**src/rtl/fu_pkg.sv**
```systemverilog
// fu_pkg: shared functional-unit indices and sizing for the write-back stage
package fu_pkg;
    localparam int NUM_FU   = 5;
    localparam int FU_IDX_W = 3;
    localparam logic [FU_IDX_W-1:0] FU_ALU  = 3'd0;
    localparam logic [FU_IDX_W-1:0] FU_MEM  = 3'd1;
    localparam logic [FU_IDX_W-1:0] FU_MUL  = 3'd2;
    localparam logic [FU_IDX_W-1:0] FU_DIV  = 3'd3;
    localparam logic [FU_IDX_W-1:0] FU_JUMP = 3'd4;
endpackage

```
**src/rtl/rr_arbiter.sv**
```systemverilog
// rr_arbiter: combinational round-robin pick starting the search at ptr
module rr_arbiter #(
    parameter int N  = fu_pkg::NUM_FU,
    parameter int IW = fu_pkg::FU_IDX_W
) (
    input  logic [N-1:0]  req,
    input  logic [IW-1:0] ptr,
    output logic          grant_valid,
    output logic [IW-1:0] grant
);
    function automatic int wrap(input int a);
        return a >= N ? a - N : a;
    endfunction
    // walk the search order backwards so the requester nearest ptr wins last
    always_comb begin
        grant_valid = 1'b0;
        grant       = '0;
        for (int k = N - 1; k >= 0; k--) begin
            if (req[wrap(int'(ptr) + k)]) begin
                grant_valid = 1'b1;
                grant       = IW'(wrap(int'(ptr) + k));
            end
        end
    end
endmodule

```
**src/rtl/fu_wb_arbiter.sv**
```systemverilog
// fu_wb_arbiter: per-FU result slots drained round-robin onto the register-file write port
module fu_wb_arbiter #(
    parameter int NUM_FU = fu_pkg::NUM_FU,
    parameter int DATA_W = 32,
    parameter int RD_W   = 5
) (
    input  logic                         clk,
    input  logic                         rst,
    input  logic [NUM_FU-1:0]            fu_finish,
    input  logic [NUM_FU-1:0]            fu_wen,
    input  logic [NUM_FU*RD_W-1:0]       fu_rd,
    input  logic [NUM_FU*DATA_W-1:0]     fu_data,
    output logic [NUM_FU-1:0]            slot_busy,
    output logic                         wb_valid,
    output logic [fu_pkg::FU_IDX_W-1:0]  wb_fu,
    output logic                         rf_we,
    output logic [RD_W-1:0]              rf_waddr,
    output logic [DATA_W-1:0]            rf_wdata,
    output logic                         overflow_err
);
    import fu_pkg::*;
    logic [NUM_FU-1:0]   valid, wen, drain, load;
    logic [RD_W-1:0]     rd   [NUM_FU];
    logic [DATA_W-1:0]   data [NUM_FU];
    logic [FU_IDX_W-1:0] ptr, grant;
    logic                grant_valid;
    rr_arbiter #(.N(NUM_FU), .IW(FU_IDX_W)) u_arb (
        .req(valid),
        .ptr(ptr),
        .grant_valid(grant_valid),
        .grant(grant)
    );
    assign slot_busy = valid;
    // a slot accepts a finish when empty or when it is being drained at the same edge
    always_comb begin
        drain = grant_valid ? NUM_FU'(1) << grant : '0;
        load  = fu_finish & (~valid | drain);
    end
    // slot occupancy, sticky overflow and round-robin pointer
    always_ff @(posedge clk or posedge rst) begin
        if (rst) begin
            valid        <= '0;
            overflow_err <= 1'b0;
            ptr          <= '0;
        end else begin
            valid        <= (valid & ~drain) | load;
            overflow_err <= overflow_err | (|(fu_finish & valid & ~drain));
            if (grant_valid) ptr <= grant == FU_IDX_W'(NUM_FU - 1) ? '0 : grant + 1'b1;
        end
    end
    // slot payload only matters while valid, so it carries no reset
    always_ff @(posedge clk) begin
        for (int i = 0; i < NUM_FU; i++) begin
            if (load[i]) begin
                wen[i]  <= fu_wen[i];
                rd[i]   <= fu_rd[i*RD_W +: RD_W];
                data[i] <= fu_data[i*DATA_W +: DATA_W];
            end
        end
    end
    // registered retirement; address and data hold when nothing retires
    always_ff @(posedge clk or posedge rst) begin
        if (rst) begin
            wb_valid <= 1'b0;
            wb_fu    <= '0;
            rf_we    <= 1'b0;
            rf_waddr <= '0;
            rf_wdata <= '0;
        end else if (grant_valid) begin
            wb_valid <= 1'b1;
            wb_fu    <= grant;
            rf_we    <= wen[grant] && rd[grant] != '0;
            rf_waddr <= rd[grant];
            rf_wdata <= data[grant];
        end else begin
            wb_valid <= 1'b0;
            rf_we    <= 1'b0;
        end
    end
endmodule
```
**config.mk**
```make
export PLATFORM = sky130hd
export DESIGN_NAME = fu_wb_arbiter
export DESIGN_NICKNAME = d
export VERILOG_FILES = /design/src/rtl/fu_pkg.sv /design/src/rtl/rr_arbiter.sv /design/src/rtl/fu_wb_arbiter.sv
export SDC_FILE = /design/constraint.sdc
export NUM_CORES = 1
export LEC_CHECK = 0
export CAP_MARGIN = 20
export CORE_MARGIN = 2
export CORE_UTILIZATION = 55
export CTS_BUF_LIST = sky130_fd_sc_hd__clkbuf_4
export DETAILED_ROUTE_END_ITERATION = 12
export PLACE_DENSITY = 0.9
export SKIP_LAST_GASP = 1
export SYNTH_ARGS = -nofsm -noshare
export SYNTH_HDL_FRONTEND = slang
export SYNTH_HIERARCHICAL = 1
export SYNTH_SLANG_ARGS = --single-unit
```
**constraint.sdc**
```tcl
create_clock -name clk -period 17.87 [get_ports clk]
set_clock_uncertainty 0.15 [all_clocks]
set_input_delay 2.6805 -clock clk [delete_from_list [all_inputs] [get_ports clk]]
set_output_delay 2.6805 -clock clk [all_outputs]
set_load 0.02 [all_outputs]
```
==> reports/qor.yml, run 1 <==
nNetsFinal: 1121
cts.reportedPaths.clkPinSlew_ns: 0.08
status: "complete, no violations"
grt_pass1_vias: 7031
drc: 0
synth.area.top_cells: "edfxtp_1 (57%), dfrtp_1 (13%), mux4_2 (7.7%), nand2_1 (3.0%), a31oi_1 (2.1%)"
slew_headroom: 0.2669
crit_type: "reg -> reg"
io_pins: 245
place.gp.congestion: 0.8585
grt_pass1_wl_um: 40010
core_um2: 17840
insertion_delay_ns: 0.66
die_h_um: 138.6
viasPerCell: 5.759
clockBufferDepth: 3
n_fill_cell: 1073
ant_nets: 0
initial_utilization: 0.5585
drv_slew: 0
layout-drive-gt1-share: 0.1665
ff_latch_area_um2: 6982
rsz0062_at_grt: "no"
final_common_cell: "clkdlybuf4s50_1"
dieArea_um2: 19210
synth_seq_cells: 241
cts_tree: "yes"
cts.sinks: 241
crit_required_ns: 17.98
synth.distinct_cells: 57
final_core_util: 0.7488
rows: 49
ys.flop_type: "edfxtp_1"
synth-async-reset-ratio: 0.2116
setup_viol: 0
clock.fmax_ghz: 0.1554
ctsHoldBuffers: 0
cts_buffers: 57
yosysTopAreaCell: "edfxtp_1"
crit_fanout: 45
overflow: 0
grt_max_degree: 83
multi_input_area_um2: 2793
cts.htree.levels: 2
drt_first_pass_iters: 5
hp-class: "reg -> reg"
dpl.hpwl_um: 17270
final_cell_mix: "clkdlybuf4s50_1 (244), edfxtp_1 (190), clkbuf_4 (90)"
hold_ws_ns: 0.3439
area_growth_pct: 34.08
synth.avg_cell_area_um2: 15.79
yosysSeqAreaShare: 0.7007
worst_pin_slew_ns: 1.100
drtIter0Drc: 487
drv_cap: 0
fin_tns_setup_ns: 0
die_x_um: 138.6
hold_viol: 0
period_share: 0.3601
wl_per_cell_um: 22.34
grt.total_usage: 0.2753
dr_total_vias: 6830
synth_enable_flop_cells: 190
start_kind: "register"
cts_resized: 0
mappedNetlistArea_um2: 9963
post_cts_buffers: 0
arrival_ns: 6.55
yosysWarnings: 6
antenna_found_initial: 2
cts_root_buf: "clkbuf_4"
synth_top_area_frac: 0.5726
routed_wl_um: 26500
syn_nets: 845
period_minus_slack_ns: 6.435
port-buffer-count: 244
syn_inst: 631
crit_path_end_kind: "register"
-- layer usage --
layer	routed length, um	track usage
met1	9671	0.3354
met2	13640	0.4640
met3	1932	0.06872
met4	1256	0.1353
met5	0	0
-- kinds of logic (layout without fill, tap and decap cells) --
group,count (synthesis),in the layout,synth area share
adders and majority gates,17,17,0.02210
buffers and inverters,43,367,0.02311
and+or+nand+nor,178,178,0.08075
AOI/OAI and AO/OA,84,84,0.05727
xor gates and xnor gates,5,5,0.004395
other,0,2,0
muxes,63,63,0.1116
DFF,241,241,0.7007
-- final cells by class --
type / instances / share of cell area
Sequential cell: 241 / 0.5226
Clock inverter: 17 / 0.007212
Clock buffer: 90 / 0.05058
Timing Repair Buffer: 249 / 0.1856
Antenna cell: 2 / 0.0003746
Inverter: 11 / 0.003091
Multi-Input combinational cell: 347 / 0.2090
Tap cell: 229 / 0.02145
-- critical path, stage by stage, from the launching register on --
cell and delay (ns):
dfrtp_1 0.85, inv_1 0.27, ha_1 0.29, inv_1 0.07, ha_1 0.33, nor3_1 0.18, nor2_1 0.06, o22ai_1 0.35
mux2i_4 0.33, a21oi_1 0.15, a2111oi_0 0.93, o22ai_4 0.14, buf_4 0.38, inv_1 0.19, ha_1 0.23, nand3_1 0.11
nand2_1 0.14, and2_2 0.86
-- cells in the mapped netlist (all sizes together), types with 3 or more instances --
cell type,number
a2111oi,4
a211oi,3
a21oi,17
a31oi,34
and2,6
buf,20
clkbuf,12
dfrtp,51
edfxtp,190
ha,16
inv,11
mux2,9
mux2i,18
mux4,36
nand2,79
nand2b,8
nand3,10
nor2,44
nor2b,8
nor3,9
o21ai,7
o22ai,3
or2,3
xnor2,4
-- state kept, by name, summed over array words and instances (netlist names) --
signal and count:
rf_wdata 32, rf_waddr 5, rd 25, slot_busy 5
wb_fu 3, overflow_err 1, ptr 3, data 160
wb_valid 1, wen 5, rf_we 1
-- metrics by stage --
step	area, um^2	worst slack [ns]	instances
5_1_grt	13360	11.10	1186
4_1_cts	13350	11.55	1184
3_3_place_gp	12580	11.73	1077
2_1_floorplan	9963	11.73	631
6_report	13360	11.44	1186
3_5_place_dp	12580	11.58	1077
-- worst paths after layout --
path	startpoint	endpoint	slack, ns	cells after the start
setup / recovery	ptr[0]$_DFFE_PP0P_	data[4][2]$_DFFE_PP_	11.44	17
hold / removal	rf_waddr[4]$_DFFE_PP0P_	rf_waddr[4]$_DFFE_PP0P_	0.34	1
setup reg to reg	ptr[0]$_DFFE_PP0P_	data[4][2]$_DFFE_PP_	11.44	17
hold reg to reg	rf_waddr[4]$_DFFE_PP0P_	rf_waddr[4]$_DFFE_PP0P_	0.34	1
max in group asynchronous	rst	wb_fu[1]$_DFFE_PP0P_	14.67	3
min in group asynchronous	rst	rf_wdata[19]$_DFFE_PP0P_	2.40	3
Power of run 1 is left out: the tool's default activity adds up to more than one toggle a clock period on the data nets, which glitch-free logic cannot reach.
==> run 2: changes to the inputs <==
--- a/config.mk
+++ b/config.mk
@@ -7,10 +7,10 @@
 export LEC_CHECK = 0
 export CAP_MARGIN = 20
 export CORE_MARGIN = 2
-export CORE_UTILIZATION = 55
+export CORE_UTILIZATION = 51
 export CTS_BUF_LIST = sky130_fd_sc_hd__clkbuf_4
 export DETAILED_ROUTE_END_ITERATION = 12
-export PLACE_DENSITY = 0.9
+export PLACE_DENSITY = 0.84
 export SKIP_LAST_GASP = 1
 export SYNTH_ARGS = -nofsm -noshare
 export SYNTH_HDL_FRONTEND = slang
==> constraint.sdc (replaced) <==
create_clock -name clk -period 6.5 [get_ports clk]
set_clock_uncertainty 0.15 [all_clocks]
set_input_delay 0.975 -clock clk [delete_from_list [all_inputs] [get_ports clk]]
set_output_delay 0.975 -clock clk [all_outputs]
set_load 0.02 [all_outputs]
==> reports/qor.yml, run 2 (synthesized netlist as in run 1, its figures left out) <==
crit_fanout: 34  # -24%
status: "complete, no violations"
cts.htree.levels: 2  # unchanged
top_regs: "data (160), rf_wdata (32), rd (25)"
max_stage_delay_ns: 0.58  # -0.35 ns
clock.fmax_ghz: 0.1768  # +14%
hold_depth: 1  # unchanged
period_share: 0.8701  # +0.5100
die_x_um: 143.8  # +3.7%
layoutNonFillerInstCount: 1230  # +3.7%
grt_max_degree: 52  # -37%
worst_pin_slew_ns: 0.7816  # -0.3180 ns
cp.depth: 17  # unchanged
hp-class: "reg -> reg"
layout-drive-gt1-share: 0.1703  # +0.003809
final_cell_mix: "clkdlybuf4s50_1 (244), edfxtp_1 (190), clkbuf_4 (86)"
drv_slew: 0  # unchanged
routed_wl_um: 26370  # -0.51%
ant_nets: 0  # unchanged
dr_wl_met2_um: 13600  # -0.30%
cts.reportedPaths.clkPinSlew_ns: 0.07  # about the same
drv_cap: 0  # unchanged
dpl.hpwl_um: 18190  # +5.4%
period_minus_slack_ns: 5.655  # -0.7793 ns
overflow: 0  # unchanged
area_growth_pct: 35.30
nNetsFinal: 1129  # +0.71%
reg2reg_depth: 17  # unchanged
setup_viol: 0  # unchanged
io_pins: 245  # unchanged
cts.sinks: 241  # unchanged
drtIter0Drc: 437  # -10%
final_common_cell: "clkdlybuf4s50_1"
wl_per_cell_um: 21.43  # -4.1%
dieArea_um2: 20670  # +7.6%
fin_tns_setup_ns: 0  # unchanged
start_kind: "register"
post_cts_buffers: 0  # unchanged
rsz0062_at_grt: "no"
top_register: "data"
critPathTopFamily: "simple AND/OR/NAND/NOR gates"
dr_total_vias: 6769  # -0.89%
drt_first_pass_iters: 5  # unchanged
cts_tree: "yes"
place.gp.congestion: 0.9197  # +7.1%
crit_path_frequent_cell: "ha_1"
hold_viol: 0  # unchanged
grt_pass1_vias: 7032  # +0.014%
crit_path_end_kind: "register"
cp_cell_sequence: "inv_1, ha_1, inv_1, ha_1, a21oi_1, xnor2_1, mux2i_1, mux2i_1, and2_1, or4b_1, o22ai_4, buf_4, ha_1, nand2_1, nand2_1, and2_2, buf_12"
critPathBufInv: 4  # unchanged
viasPerCell: 5.503  # -4.4%
wl_met1_um: 9905  # +2.4%
initial_utilization: 0.5153  # -0.04315
cts_resized: 0  # unchanged
dr.max_layer_used: "met4"
grt.total_usage: 0.2562  # -0.01910
arrival_ns: 5.81  # -0.74 ns
crit_required_ns: 6.66  # -11.32 ns
clockBufferDepth: 3  # unchanged
dr_wl_met3_um: 1827  # -5.4%
insertion_delay_ns: 0.67  # about the same
cts_root_buf: "clkbuf_4"
slew_headroom: 0.4654  # +0.1985
grt_pass1_wl_um: 38880  # -2.8%
cts_buffers: 56  # -1.8%
dp.cells: 1122  # +4.2%
antenna_found_initial: 2  # unchanged
critPathSlowestCell: "or4b_1"
die_h_um: 143.8  # +3.7%
n_fill_cell: 1236  # +15%
largest_reg_flops: 160  # unchanged
port-buffer-count: 244  # unchanged
rows: 51  # +4.1%
core_um2: 19330  # +8.4%
ctsHoldBuffers: 0  # unchanged
crit_type: "reg -> reg"
drc: 0  # unchanged
run 2: cell count changes in the layout (fill, tap and decap cells not counted):
cell / change
buf_4: +5
inv_2: +1
bufinv_16: -1
inv_6: +1
clkinv_2: -1
buf_12: +4
clkinv_1: +3
clkbuf_4: -4
run 2: routing by layer:
layer | track usage | vias up
met5 | 0 | -
met4 | 0.1115 | 0
met3 | 0.05531 | 72
met2 | 0.4376 | 362
met1 | 0.3167 | 3316
li1 | - | 3019
run 2: path summary, 6_finish.rpt:
kind                            slack, ns                       end                 start
worst min register to register       0.36      wb_fu[1]$_DFFE_PP0P_  wb_fu[1]$_DFFE_PP0P_
max in group asynchronous            4.98      wb_fu[2]$_DFFE_PP0P_                   rst
worst max register to register       0.84      data[2][5]$_DFFE_PP_    ptr[1]$_DFFE_PP0P_
worst max-delay path                 0.84      data[2][5]$_DFFE_PP_    ptr[1]$_DFFE_PP0P_
min in group asynchronous            0.66  rf_wdata[19]$_DFFE_PP0P_                   rst
worst min-delay path                 0.36      wb_fu[1]$_DFFE_PP0P_  wb_fu[1]$_DFFE_PP0P_
run 2: metrics by stage:
stage / setup slack [ns] / hold WS (ns) / util / area, um^2
after CTS: 0.8806 / 0.3601 / 0.6970 / 13480
after floorplan: 0.3592 / 0.3613 / - / 9963
after detailed placement: 1.012 / 0.3443 / 0.6592 / 12740
after global placement: 1.150 / 0.3405 / 0.6592 / 12740
final: 0.8446 / 0.3595 / 0.6972 / 13480
after global routing: 0.5499 / 0.3768 / 0.6972 / 13480
run 2: area by class of cell:
class,count,area [um^2],share of cell area
repair buffers,258,2597,0.1927
inverters,11,41.29,0.003063
diodes,2,5.005,0.0003713
clock buffers,86,645.6,0.04789
clock inverters,20,85.08,0.006312
well taps,265,331.6,0.02460
multi-input cells,347,2793,0.2072
flip-flops and latches,241,6982,0.5179
Power of run 2 is left out for the same reason.
==> RTL edit (config.mk and constraints of run 2) <==
Set the package constant `NUM_FU` to 6 (it was 5).
--- a/src/rtl/fu_pkg.sv
+++ b/src/rtl/fu_pkg.sv
@@ -1,5 +1,5 @@
 // fu_pkg: shared functional-unit indices and sizing for the write-back stage
 package fu_pkg;
-    localparam int NUM_FU   = 5;
+    localparam int NUM_FU   = 6;
     localparam int FU_IDX_W = 3;
     localparam logic [FU_IDX_W-1:0] FU_ALU  = 3'd0;
Interface: changed (5 resized); port bits go from 245 to 285. No check against the original RTL was run, so the function may have changed too.
==> RTL edit against run 2 <==
  * Cell area increased by 17%
  * Core utilization increased by 0.41 points
  * Synthesized area increased by 17%
  * Fmax increased by 0.83%
  * Sequential cell count increased by 39
  * Wire length increased by 21%
  * Global-route usage increased by 1.1 points
  * Via count increased by 15%
  * Setup slack improved by 0.046 ns
Power is left out: the tool's default activity adds up to more than one toggle a clock period on the data nets, which glitch-free logic cannot reach.
==> RTL edit: results <==
metrics = {
    "status": {
        "status": "finished, final reports clean",
    },
    "finish": {
        "multi_input_comb_cells": 356,
        "multi_input_area_mm2": 0.00316,
        "seq-cell-share_pct": 51.5,
        "layout.nonclk_buf_share_pct": 19.3,
        "area_growth_pct": 35.8,
        "clk_share_pct": 5.76,
        "buffers_excl_clock": 304,
        "antenna_cells": 3,
        "n_all_inverters": 52,
        "fill_cells": 1463,
        "multi_input_area_share_pct": 19.9,
        "largestRegisters": "data: 192 flops, rf_wdata: 32 flops, rd: 30 flops",
    },
    "hold_path": {
        "min_to": "rf_wdata[27]$_DFFE_PP0P_",
        "min_path_cells": 2,
        "min_from": "rf_wdata[27]$_DFFE_PP0P_",
    },
    "drt": {
        "wl_met1_um": 11900,
        "dr_wl_met3_um": 2360,
        "met2_length_um": 16700,
        "vias": 7781,
        "drt_iter0_drc": 635,
        "finalWirelength_um": 31800,
    },
    "global_routing": {
        "grt_pass1_vias": 8354,
        "use_met2_pct": 46.6,
        "use_met3_pct": 6.27,
        "grt_max_degree": 53,
        "grt_antenna_before_repair": 4,
        "grt_first_pass_wirelength_um": 47300,
        "grt_usage_pct": 26.7,
        "use_met1_pct": 32.6,
    },
    "worst_setup_path": {
        "cpMaxStageDelayCell": "dfrtp_1",
        "r2r-end": "rd[5][0]$_DFFE_PP_",
        "crit_fanout": 41,
        "cp.arrival_ns": 5.76,
        "worst_path_largest_cell_delay_ns": 0.61,
        "r2r_cells": 15,
        "rr_startpoint": "ptr[0]$_DFFE_PP0P_",
        "critical-path-top-delay-family": "compound AO/OA/AOI/OAI gates",
        "r2r_slack_ns": 0.89,
    },
    "placement": {
        "port_buffers": 284,
        "placed_cell_area_mm2": 0.0149,
        "dp_hpwl_um": 22300,
        "gp_congestion": 0.921,
    },
    "sta": {
        "max_slew_margin_pct": 38.8,
        "timing.hold.ws_ns": 0.372,
    },
    "logic_synthesis": {
        "ys_types": 61,
        "synthTopCellsByArea": "edfxtp_1, dfrtp_1, mux4_2",
        "synth_async_sr_flop_share_pct": 18.6,
        "synth_common_cells": "edfxtp_1, dfrtp_1, inv_1",
        "synth_edf_count": 228,
        "synth-seq-area-share_pct": 69.9,
        "synth_nets": 974,
        "synth_top_area_share_pct": 58.7,
    },
    "clock_network": {
        "clock_latency_ns": 0.64,
        "cts_inserted_buffers": 70,
        "h-tree-depth": 3,
        "cts_num_sinks": 280,
    },
}
-- RTL edit: worst max-delay path by stage --
stage | startpoint | endpoint | cells after the start
2_1_floorplan | ptr[1]$_DFFE_PP0P_ | data[3][0]$_DFFE_PP_ | 21
3_3_place_gp | ptr[0]$_DFFE_PP0P_ | data[5][15]$_DFFE_PP_ | 15
3_5_place_dp | ptr[0]$_DFFE_PP0P_ | rd[5][2]$_DFFE_PP_ | 16
4_1_cts | ptr[0]$_DFFE_PP0P_ | wen[5]$_DFFE_PP_ | 16
5_1_grt | ptr[0]$_DFFE_PP0P_ | data[4][21]$_DFFE_PP_ | 15
6_report | ptr[0]$_DFFE_PP0P_ | rd[5][0]$_DFFE_PP_ | 15
-- RTL edit: cell families (layout without fill, tap and decap cells) --
family	after synthesis	after routing	share of synthesized area [%]
DFF	280	280	69.9
AOI/OAI and AO/OA	137	137	7.89
and+or+nand+nor	102	102	4.10
muxes	99	99	12.8
buffers and inverters	90	483	3.46
adders and majority gates	12	12	1.29
xor gates and xnor gates	6	6	0.580
other	0	3	0
-- RTL edit: through the flow --
| stage | instances | worst slack, ns |
|---|---|---|
| 2_1_floorplan | 726 | 0.439 |
| 3_3_place_gp | 1276 | 0.969 |
| 3_5_place_dp | 1277 | 0.923 |
| 4_1_cts | 1404 | 0.913 |
| 5_1_grt | 1407 | 0.587 |
| 6_report | 1407 | 0.891 |
-- RTL edit: worst register-to-register path, cell delays in order (launching register included) --
cell and delay [ns]:
dfrtp_1 0.61, inv_1 0.16, ha_1 0.58, ha_1 0.34
a211o_2 0.28, nor3_1 0.29, o21a_1 0.24, o21ai_0 0.10
a211oi_1 0.28, o21ai_0 0.23, a21oi_4 0.21, buf_4 0.44
nand2b_1 0.18, o21ai_0 0.41, and2_2 0.52, buf_12 0.27
